<file path="src/rtl/stage_sequencer.sv">
// stage_sequencer
//   Walks an instruction through NUM_STAGES sequential stages, skipping
//   bypassed stages. It retires the instruction after the last stage that is
//   not skipped, then advances the PC by 4 or redirects it to a jump target.
//   A per-stage watchdog traps a stage that hangs into a terminal ERROR
//   state. halt_req parks the sequencer between instructions.
//
// Ports
//   clock, reset_n                 : rising-edge clock, synchronous active-low reset
//   stage_done[NUM_STAGES]         : completion of the active stage
//   stage_skip[NUM_STAGES]         : bypass request per stage (bit 0 ignored)
//   jump_enable, jump_target       : PC redirect, sampled on the retire cycle
//   halt_req                       : park after the current retire
//   stage_active/stage_index       : one-hot / binary active stage
//   stage_first_cycle              : first cycle spent in the active stage
//   pc, retire, retired_count      : instruction address, retire pulse, count
//   halted                         : parked in HALTED
//   timeout_error, timed_out_stage : sticky watchdog trap and offending stage

// Per-stage decode slice: selection of this stage and whether it is a
// candidate successor of the current stage (above it and not skipped).
module stage_sequencer_cell #(
  parameter int IDX = 0,
  parameter int IW  = 1
) (
  input  logic [IW-1:0] cur,
  input  logic          run,
  input  logic          skip,
  output logic          sel,
  output logic          active,
  output logic          elig
);
  assign sel    = (cur == IW'(IDX));
  assign active = sel & run;
  // Stage 0 can never sit above cur, so its skip bit has no effect.
  assign elig   = ~skip & (cur < IW'(IDX));
endmodule

module stage_sequencer #(
  parameter int            NUM_STAGES     = 5,
  parameter int            XLEN           = 32,
  parameter logic [XLEN-1:0] RESET_VECTOR = 32'h00010000,
  parameter int            TIMEOUT_CYCLES = 255,
  parameter int            CNT_WIDTH      = 32
) (
  input  logic                          clock,
  input  logic                          reset_n,
  input  logic [NUM_STAGES-1:0]         stage_done,
  input  logic [NUM_STAGES-1:0]         stage_skip,
  input  logic                          jump_enable,
  input  logic [XLEN-1:0]               jump_target,
  input  logic                          halt_req,
  output logic [NUM_STAGES-1:0]         stage_active,
  output logic [$clog2(NUM_STAGES)-1:0] stage_index,
  output logic                          stage_first_cycle,
  output logic [XLEN-1:0]               pc,
  output logic                          retire,
  output logic [CNT_WIDTH-1:0]          retired_count,
  output logic                          halted,
  output logic                          timeout_error,
  output logic [$clog2(NUM_STAGES)-1:0] timed_out_stage
);
  localparam int IW = $clog2(NUM_STAGES);
  // The watchdog only needs to reach TIMEOUT_CYCLES-1: the trap fires on the
  // cycle that value is present with done still low.
  localparam int WW = (TIMEOUT_CYCLES > 1) ? $clog2(TIMEOUT_CYCLES) : 1;
  localparam logic [WW-1:0] WD_LAST = WW'((TIMEOUT_CYCLES > 0) ? TIMEOUT_CYCLES - 1 : 0);

  typedef enum logic [1:0] {S_RUN, S_HALTED, S_ERROR} state_t;

  state_t                state;
  logic [IW-1:0]         cur;
  logic                  first_q;
  logic [WW-1:0]         wdog;

  logic                  run;
  logic [NUM_STAGES-1:0] sel, act, elig;
  logic                  done_cur;
  logic                  found;
  logic [IW-1:0]         nxt;
  logic                  wd_hit;

  assign run = (state == S_RUN);

  for (genvar g = 0; g < NUM_STAGES; g++) begin : g_stage
    stage_sequencer_cell #(.IDX(g), .IW(IW)) u_cell (
      .cur    (cur),
      .run    (run),
      .skip   (stage_skip[g]),
      .sel    (sel[g]),
      .active (act[g]),
      .elig   (elig[g])
    );
  end

  // Done of the active stage, picked through the one-hot select so a
  // non-power-of-two stage count never indexes past the vector.
  assign done_cur = |(stage_done & sel);

  // Lowest eligible stage above cur; scanning downward lets the lowest win.
  always_comb begin
    found = 1'b0;
    nxt   = '0;
    for (int j = NUM_STAGES - 1; j >= 1; j--) begin
      if (elig[j]) begin
        found = 1'b1;
        nxt   = IW'(j);
      end
    end
  end

  assign wd_hit = (TIMEOUT_CYCLES != 0) && (wdog == WD_LAST);

  // Gated by reset_n so a reset landing on a completing last stage never
  // shows a retire pulse.
  assign retire = reset_n & run & done_cur & ~found;

  always_ff @(posedge clock) begin
    if (!reset_n) begin
      state           <= S_RUN;
      cur             <= '0;
      first_q         <= 1'b1;
      wdog            <= '0;
      pc              <= RESET_VECTOR;
      retired_count   <= '0;
      timeout_error   <= 1'b0;
      timed_out_stage <= '0;
    end else begin
      case (state)
        S_RUN: begin
          if (done_cur) begin
            // A completed stage always hands over to a fresh stage entry,
            // even when the next stage is stage 0 again.
            wdog    <= '0;
            first_q <= 1'b1;
            if (found) begin
              cur <= nxt;
            end else begin
              cur           <= '0;
              retired_count <= retired_count + CNT_WIDTH'(1);
              pc            <= jump_enable ? {jump_target[XLEN-1:2], 2'b00}
                                           : pc + XLEN'(4);
              if (halt_req) begin
                state   <= S_HALTED;
                first_q <= 1'b0;
              end
            end
          end else if (wd_hit) begin
            state           <= S_ERROR;
            first_q         <= 1'b0;
            timeout_error   <= 1'b1;
            timed_out_stage <= cur;
          end else begin
            wdog    <= wdog + WW'(1);
            first_q <= 1'b0;
          end
        end
        S_HALTED: begin
          if (!halt_req) begin
            state   <= S_RUN;
            cur     <= '0;
            first_q <= 1'b1;
            wdog    <= '0;
          end
        end
        default: begin
          // ERROR holds everything until reset.
        end
      endcase
    end
  end

  assign stage_active      = act;
  assign stage_index       = cur;
  assign stage_first_cycle = first_q & run;
  assign halted            = (state == S_HALTED);
endmodule

</file>
<file path="config.mk">
export PLATFORM = sky130hd
export DESIGN_NAME = stage_sequencer
export DESIGN_NICKNAME = d
export VERILOG_FILES = /design/src/rtl/stage_sequencer.sv
export SDC_FILE = /design/constraint.sdc
export NUM_CORES = 1
export LEC_CHECK = 0
export CAP_MARGIN = 25
export CORE_UTILIZATION = 44
export DETAILED_ROUTE_END_ITERATION = 8
export HOLD_SLACK_MARGIN = 0.1
export MAX_ROUTING_LAYER = met4
export PLACE_DENSITY = 0.77
export SLEW_MARGIN = 20
export SYNTH_ARGS = -nofsm -noshare
export SYNTH_HDL_FRONTEND = slang
export SYNTH_SLANG_ARGS = --single-unit
</file>
<file path="constraint.sdc">
create_clock -name clock -period 1.8 [get_ports clock]
set_clock_uncertainty 0.05 [all_clocks]
set_input_delay 0.18 -clock clock [delete_from_list [all_inputs] [get_ports clock]]
set_output_delay 0.18 -clock clock [all_outputs]
set_load 0.005 [all_outputs]
</file>
After elaboration in Yosys (flattened, before gate mapping):

Index checks and enable logic that the tools add are counted.

* bits in latches: 0
* word-level logic and storage cells: 85
* memories: 0
* output and inout port bits: 79
* memory bits (writable): 0
* input port bits: 46
* flip-flop bits (word level): 82
* memory bits (read-only): 0

* shift operators: 0
* add/sub/neg operators: 3
* $mul: 0
* muxes and demuxes: 28
* order comparisons: 4
* equality and inequality tests: 12
* bitwise logic cells: 20
* div/mod/pow operators: 0
* reduce and logical (&&, ||, !) cells: 10

Operator list (number)
* $add 32x1->32 const B: 1
* $add 32x3->32 const B: 1
* $mux 32: 1
* $mux 8: 3
* $mux 3: 7
* $pmux 8 s2: 1
* $and 1x1->1: 13
* $ne 3x3->1 const B: 4
* $reduce_and 3->1: 4
* $mux 2: 5
* $add 8x1->8 const B: 1
* $eq 8x8->1 const B: 1
* $mux 1: 8
* $eq 3x2->1 const B: 2
* $lt 3x2->1 const B: 2
* $not 1->1: 6
* $pmux 3 s2: 1
* $and 5x5->5: 1
* $reduce_and 5->1: 1
* $reduce_or 5->1: 1
* $ne 2x2->1 const B: 2
* $pmux 2 s2: 1
* $eq 3x1->1 const B: 1
* $eq 3x3->1 const B: 1
* other kinds (8): 8

Logic depth before layout (Yosys ltp):

* depth in word-level cells: 9
* depth in mapped cells: 8
* mapped depth without buffers: 6

By module:

Synthesis repeated with hierarchy kept, for this count alone.

* cells, all modules: 548
* area total of the unflattened synthesis: 4490.6 um^2

Modules (own cells, without submodules)
* stage_sequencer: seq. area each 1601.5 um^2, times used 1, cells an instance 532, area an instance 4345.4 um^2
* stage_sequencer_cell (g_stage[1].u_cell ...): seq. area each 0.0 um^2, times used 2, cells an instance 3, area an instance 32.5 um^2
* stage_sequencer_cell (g_stage[0].u_cell): seq. area each 0.0 um^2, times used 1, cells an instance 4, area an instance 31.3 um^2
* stage_sequencer_cell (g_stage[2].u_cell): seq. area each 0.0 um^2, times used 1, cells an instance 3, area an instance 25.0 um^2
* stage_sequencer_cell (g_stage[4].u_cell): seq. area each 0.0 um^2, times used 1, cells an instance 3, area an instance 23.8 um^2

Worst setup path before layout:

No wires, ideal clock.

* kind: register to register
* from: reg cur[1] (netlist: stage_index[1])
* to: reg timed_out_stage[1]
* data required time: 1.622 ns
* data arrival time: 1.847 ns
* clock period less this slack: 2.025 ns
* cell stages (with the launch flop): 9
* buffers on the path: 3
* path slack: -0.225 ns
* library setup time: 0.128 ns
* cells stage by stage: dfxtp_1 -> clkbuf_2 -> mux2i_1 -> o32ai_4 -> nor4_1 -> buf_2 -> buf_2 -> mux2i_1 -> nor2_1

* word-level cells in the longest chain between the ends: 5
* elaborated cells on any way between the ends: 9
* those cells by class: eq/ne: 4; bitwise: 2; reduce/logical: 3

Ends and longest elaborated chain
* start, declared: line 72 `logic [IW-1:0] cur;`
* start signal, assigned: line 137 `cur <= nxt;`
* $eq 3x1->1 (tied with other cells): line 33 `assign sel = (cur == IW'(IDX));`
* $and 5x5->5: line 98 `assign done_cur = |(stage_done & sel);`
* $reduce_or 5->1: line 98
* $not 1->1 (no source line)
* $reduce_and 3->1 (no source line)
* end signal, assigned: line 152 `timed_out_stage <= cur;`
* end, declared: line 61 `output logic [$clog2(NUM_STAGES)-1:0] timed_out_stage`

Several ways; a longest one is shown, not always the timed one.
A chain may end at the register's enable or synchronous reset.

Worst setup path in the final report:

* from: reg cur[0] (netlist: stage_index[0])
* to: reg retired_count[20]

* word-level cells in the longest chain between the ends: 8
* elaborated cells on any way between the ends: 21
* those cells by class: order compare: 4; eq/ne: 4; mux: 4; bitwise: 6; reduce/logical: 3

Ends and longest elaborated chain
* $lt 3x3->1: line 36 `assign elig = ~skip & (cur < IW'(IDX));`
* $and 1x1->1: line 36
* $mux 1 (4 in series): line 105 `if (elig[j]) begin`
* $not 1->1 (no source line)
* $reduce_and 3->1 (no source line) *
* end signal, assigned: line 140 `retired_count <= retired_count + CNT_WIDTH'(1);`
* end, declared: line 58 `output logic [CNT_WIDTH-1:0] retired_count,`

Mark *: on every way between the ends. The rest lies on a longest branch, timed or not.

==> reports/qor.yml <==
floorplanning:
  die_area_mm2: 0.0110
  die_y_um: 105
  io_pins: 125
  num_rows: 37
  die_x_um: 105
  core_mm2: 0.0103
  initial_core_util_pct: 45.3
final_layout:
  drive_gt1_share_pct: 28.9
  final_common_cell: "clkdlybuf4s50_1"
  utilization_pct: 73.5
  area_growth_syn_to_layout_pct: 62.1
  layout_common_cells: "111 x clkdlybuf4s50_1, 107 x buf_4, 72 x dfxtp_1"
  layout.nets: 855
  antenna_cells: 0
power_and_ir_drop:
  p_per_area_mw_per_mm2: 732
  p_comb_share_pct: 36.3
  seqPwrFrac_pct: 36.3
  intPower_w: 0.00381
  sw_frac_of_total_pct: 31.1
  clockPowerShare_pct: 27.4
  power.switching_w: 0.00172
  ir_worst_vdd_mv: 0.569
  p_leak_nw: 2.81
  power.total_w: 0.00552
worst_setup_path:
  path_common_cell: "buf_6"
  timing_worst_setup_path_type: "reg -> reg"
  critical_path.slowest_cell: "or4_1"
  crit_buf_inv: 3
  arrival_ns: 2.39
  path_max_fanout: 6
  cp_cell_sequence: "buf_6, o32ai_4, buf_6, o2111ai_4, buf_12, or4_1, a21oi_2"
  crit_family: "compound AO/OA/AOI/OAI gates"
  cp.required_ns: 2.05
  crit_path_start_kind: "flop"
  critPathMaxStageDelay_ns: 0.45
  cp-end-kind: "flop"
routing:
  routed_wl_mm: 16.6
  dr_wl_met3_um: 953
  drcViolationCount: 0
  wl_met1_mm: 7.02
  viasPerCell: 6.05
  vias: 5719
  dr_wl_met2_mm: 8.32
  wire_per_inst_um: 17.5
  drt.antenna.violating_nets: 0
  drt-initial-drc-count: 388
  dr.pass1.iters: 7
  highest-signal-layer: "met4"
logic_synthesis:
  synth_flop_cell: "dfxtp_1"
  syn_avg_cell_area_um2: 7.96
  synth-edff-count: 0
  yosysUniqueCellTypes: 59
  synth_area_leaders: "dfxtp_1 34%, a21oi_1 6.7%, o31ai_1 5.3%"
  netlist_area_mm2: 0.00466
  netlist_instances: 585
  synthArstFlopShare_pct: 0
  synth_sequential_area_ratio_pct: 34.4
  yosysTopAreaCellShare_pct: 34.4
  ys_ff_latch: 80
  synth_area_leader_cell: "dfxtp_1"
  ys.warnings.count: 0
global_routing:
  grt_remaining_overflow: 0
  antenna_found_initial: 0
  grt_pass1_wl_mm: 26.4
  track_usage_pct: 30.2
  grt_pass1_vias: 5479
  grt_max_degree: 32
timing:
  finalSetupViolations: 74
  period_minus_slack_ns: 2.14
  hold_viol_final: 0
  worstMarginPinSlew_ns: 0.561
  setup_slack_ns: -0.336
  drv_slew: 0
  fmax_ghz: 0.468
  rsz0062_at_grt: "true"
  period_share_pct: 119
  slew-limit-headroom_pct: 62.5
run_status:
  outcome: "complete, but fails checks"
  violations: "setup timing"
clocking:
  htreeDepth: 3
  clk_pin_slew_ns: 0.09
  cts.path.max_buffers: 2
  clockRootBuffer: "clkbuf_8"
  cts_buffers: 9
  cts_tree: "yes"
  clock_sinks: 80
  worstSkewPairLatency_ns: 0.37
place:
  globalplace.congestion: 0.888
  port_buffers: 119
  dpl.hpwl_mm: 10.7
flow_run:
  cap_violations: 0
worst_hold_path:
  hold_class: "in -> reg"
-- area by class of cell --
type	instances	area, µm²
Clock buffer	10	138
Clock inverter	6	82.6
Fill cell	752	2730
Inverter	13	48.8
Multi-Input combinational cell	438	3000
Sequential cell	80	1620
Tap cell	136	170
Timing Repair Buffer	263	2490
-- metal layers --
metal | GRT usage [%] | vias up
met2 | 50.5 | 248
met3 | 4.43 | 28
met5 | - | -
met4 | 10.1 | 0
li1 | - | 2681
met1 | 37.3 | 2762
-- synth_stat cells (7+ instances only) --
library cell / n
or4_1: 21
mux2i_1: 7
o31ai_1: 33
buf_4: 7
nand3_1: 33
clkbuf_1: 33
buf_2: 11
and4_1: 8
a21oi_1: 62
o211ai_1: 12
nand4_1: 26
nor3_1: 11
a21o_1: 7
nor2_1: 37
nand2_1: 41
or3_1: 16
inv_1: 12
o21ai_0: 30
and3_1: 10
dfxtp_1: 80
-- repair_timing --
action                                  CTS  global route
endpoints found under the setup margin   79            85
gates resized for setup                  58            54
setup buffers                            21            10
hold buffers                              0             0
cloned                                    3             2
pin swaps                                16            24
-- registers in the layout, summed over array words and instances, names as in the netlist --
register         flops
first_q              1
pc                  30
retired_count       32
stage_index          3
state                2
timed_out_stage      3
timeout_error        1
wdog                 8
-- through the flow --
step           instances  hold WS (ns)  area, µm²  setup WS, ns  TNS, ns
2_1_floorplan        586         0.268       4710        -0.158    -4.71
3_3_place_gp         895         0.399       6660        -0.426   -22.76
3_5_place_dp         895         0.425       6660        -0.480   -25.79
4_1_cts              934         0.224       7250        -0.256   -11.25
5_1_grt              946         0.286       7550        -0.378   -18.59
6_report             946         0.230       7550        -0.336   -13.27
-- cell families after synthesis --
group                    share of synthesized area, %
AND/OR/NAND/NOR                                  27.2
XOR/XNOR                                        0.188
other                                          0.0805
AO/OA/AOI/OAI                                    28.5
flip-flops                                       34.4
buffers and inverters                            6.85
adder cells (fa/ha/maj)                          1.07
multiplexers                                     1.75
-- worst register-to-register path, stage by stage (launching register included) --
cell and delay [ns]:
dfxtp_4 0.38, buf_6 0.13, o32ai_4 0.31, buf_6 0.17
o2111ai_4 0.21, buf_12 0.20, or4_1 0.46, a21oi_2 0.17
-- power by group through the flow --
stage | clock network [W] | logic, W | registers [W]
6_report | 0.00152 | 0.00200 | 0.00200
5_1_grt | 0.00162 | 0.00214 | 0.00202
4_1_cts | 0.00153 | 0.00181 | 0.00198
3_5_place_dp | 0 | 0.00156 | 0.00202
3_3_place_gp | 0 | 0.00153 | 0.00201
2_1_floorplan | 0 | 0.000830 | 0.00202
-- path summary, 6_finish.rpt --
check,slack [ns],endpoint,cells past startpoint,startpoint
worst max register to register,-0.34,retired_count[20]$_SDFFE_PN0P_,7,stage_index[0]$_SDFFE_PN0P_
worst min register to register,0.45,first_q$_SDFFE_PN1P_,2,first_q$_SDFFE_PN1P_
worst max-delay path,-0.34,retired_count[20]$_SDFFE_PN0P_,7,stage_index[0]$_SDFFE_PN0P_
worst min-delay path,0.23,pc[30]$_SDFFE_PN0P_,3,jump_enable
Note: power is estimated with default switching activity, not from simulation.
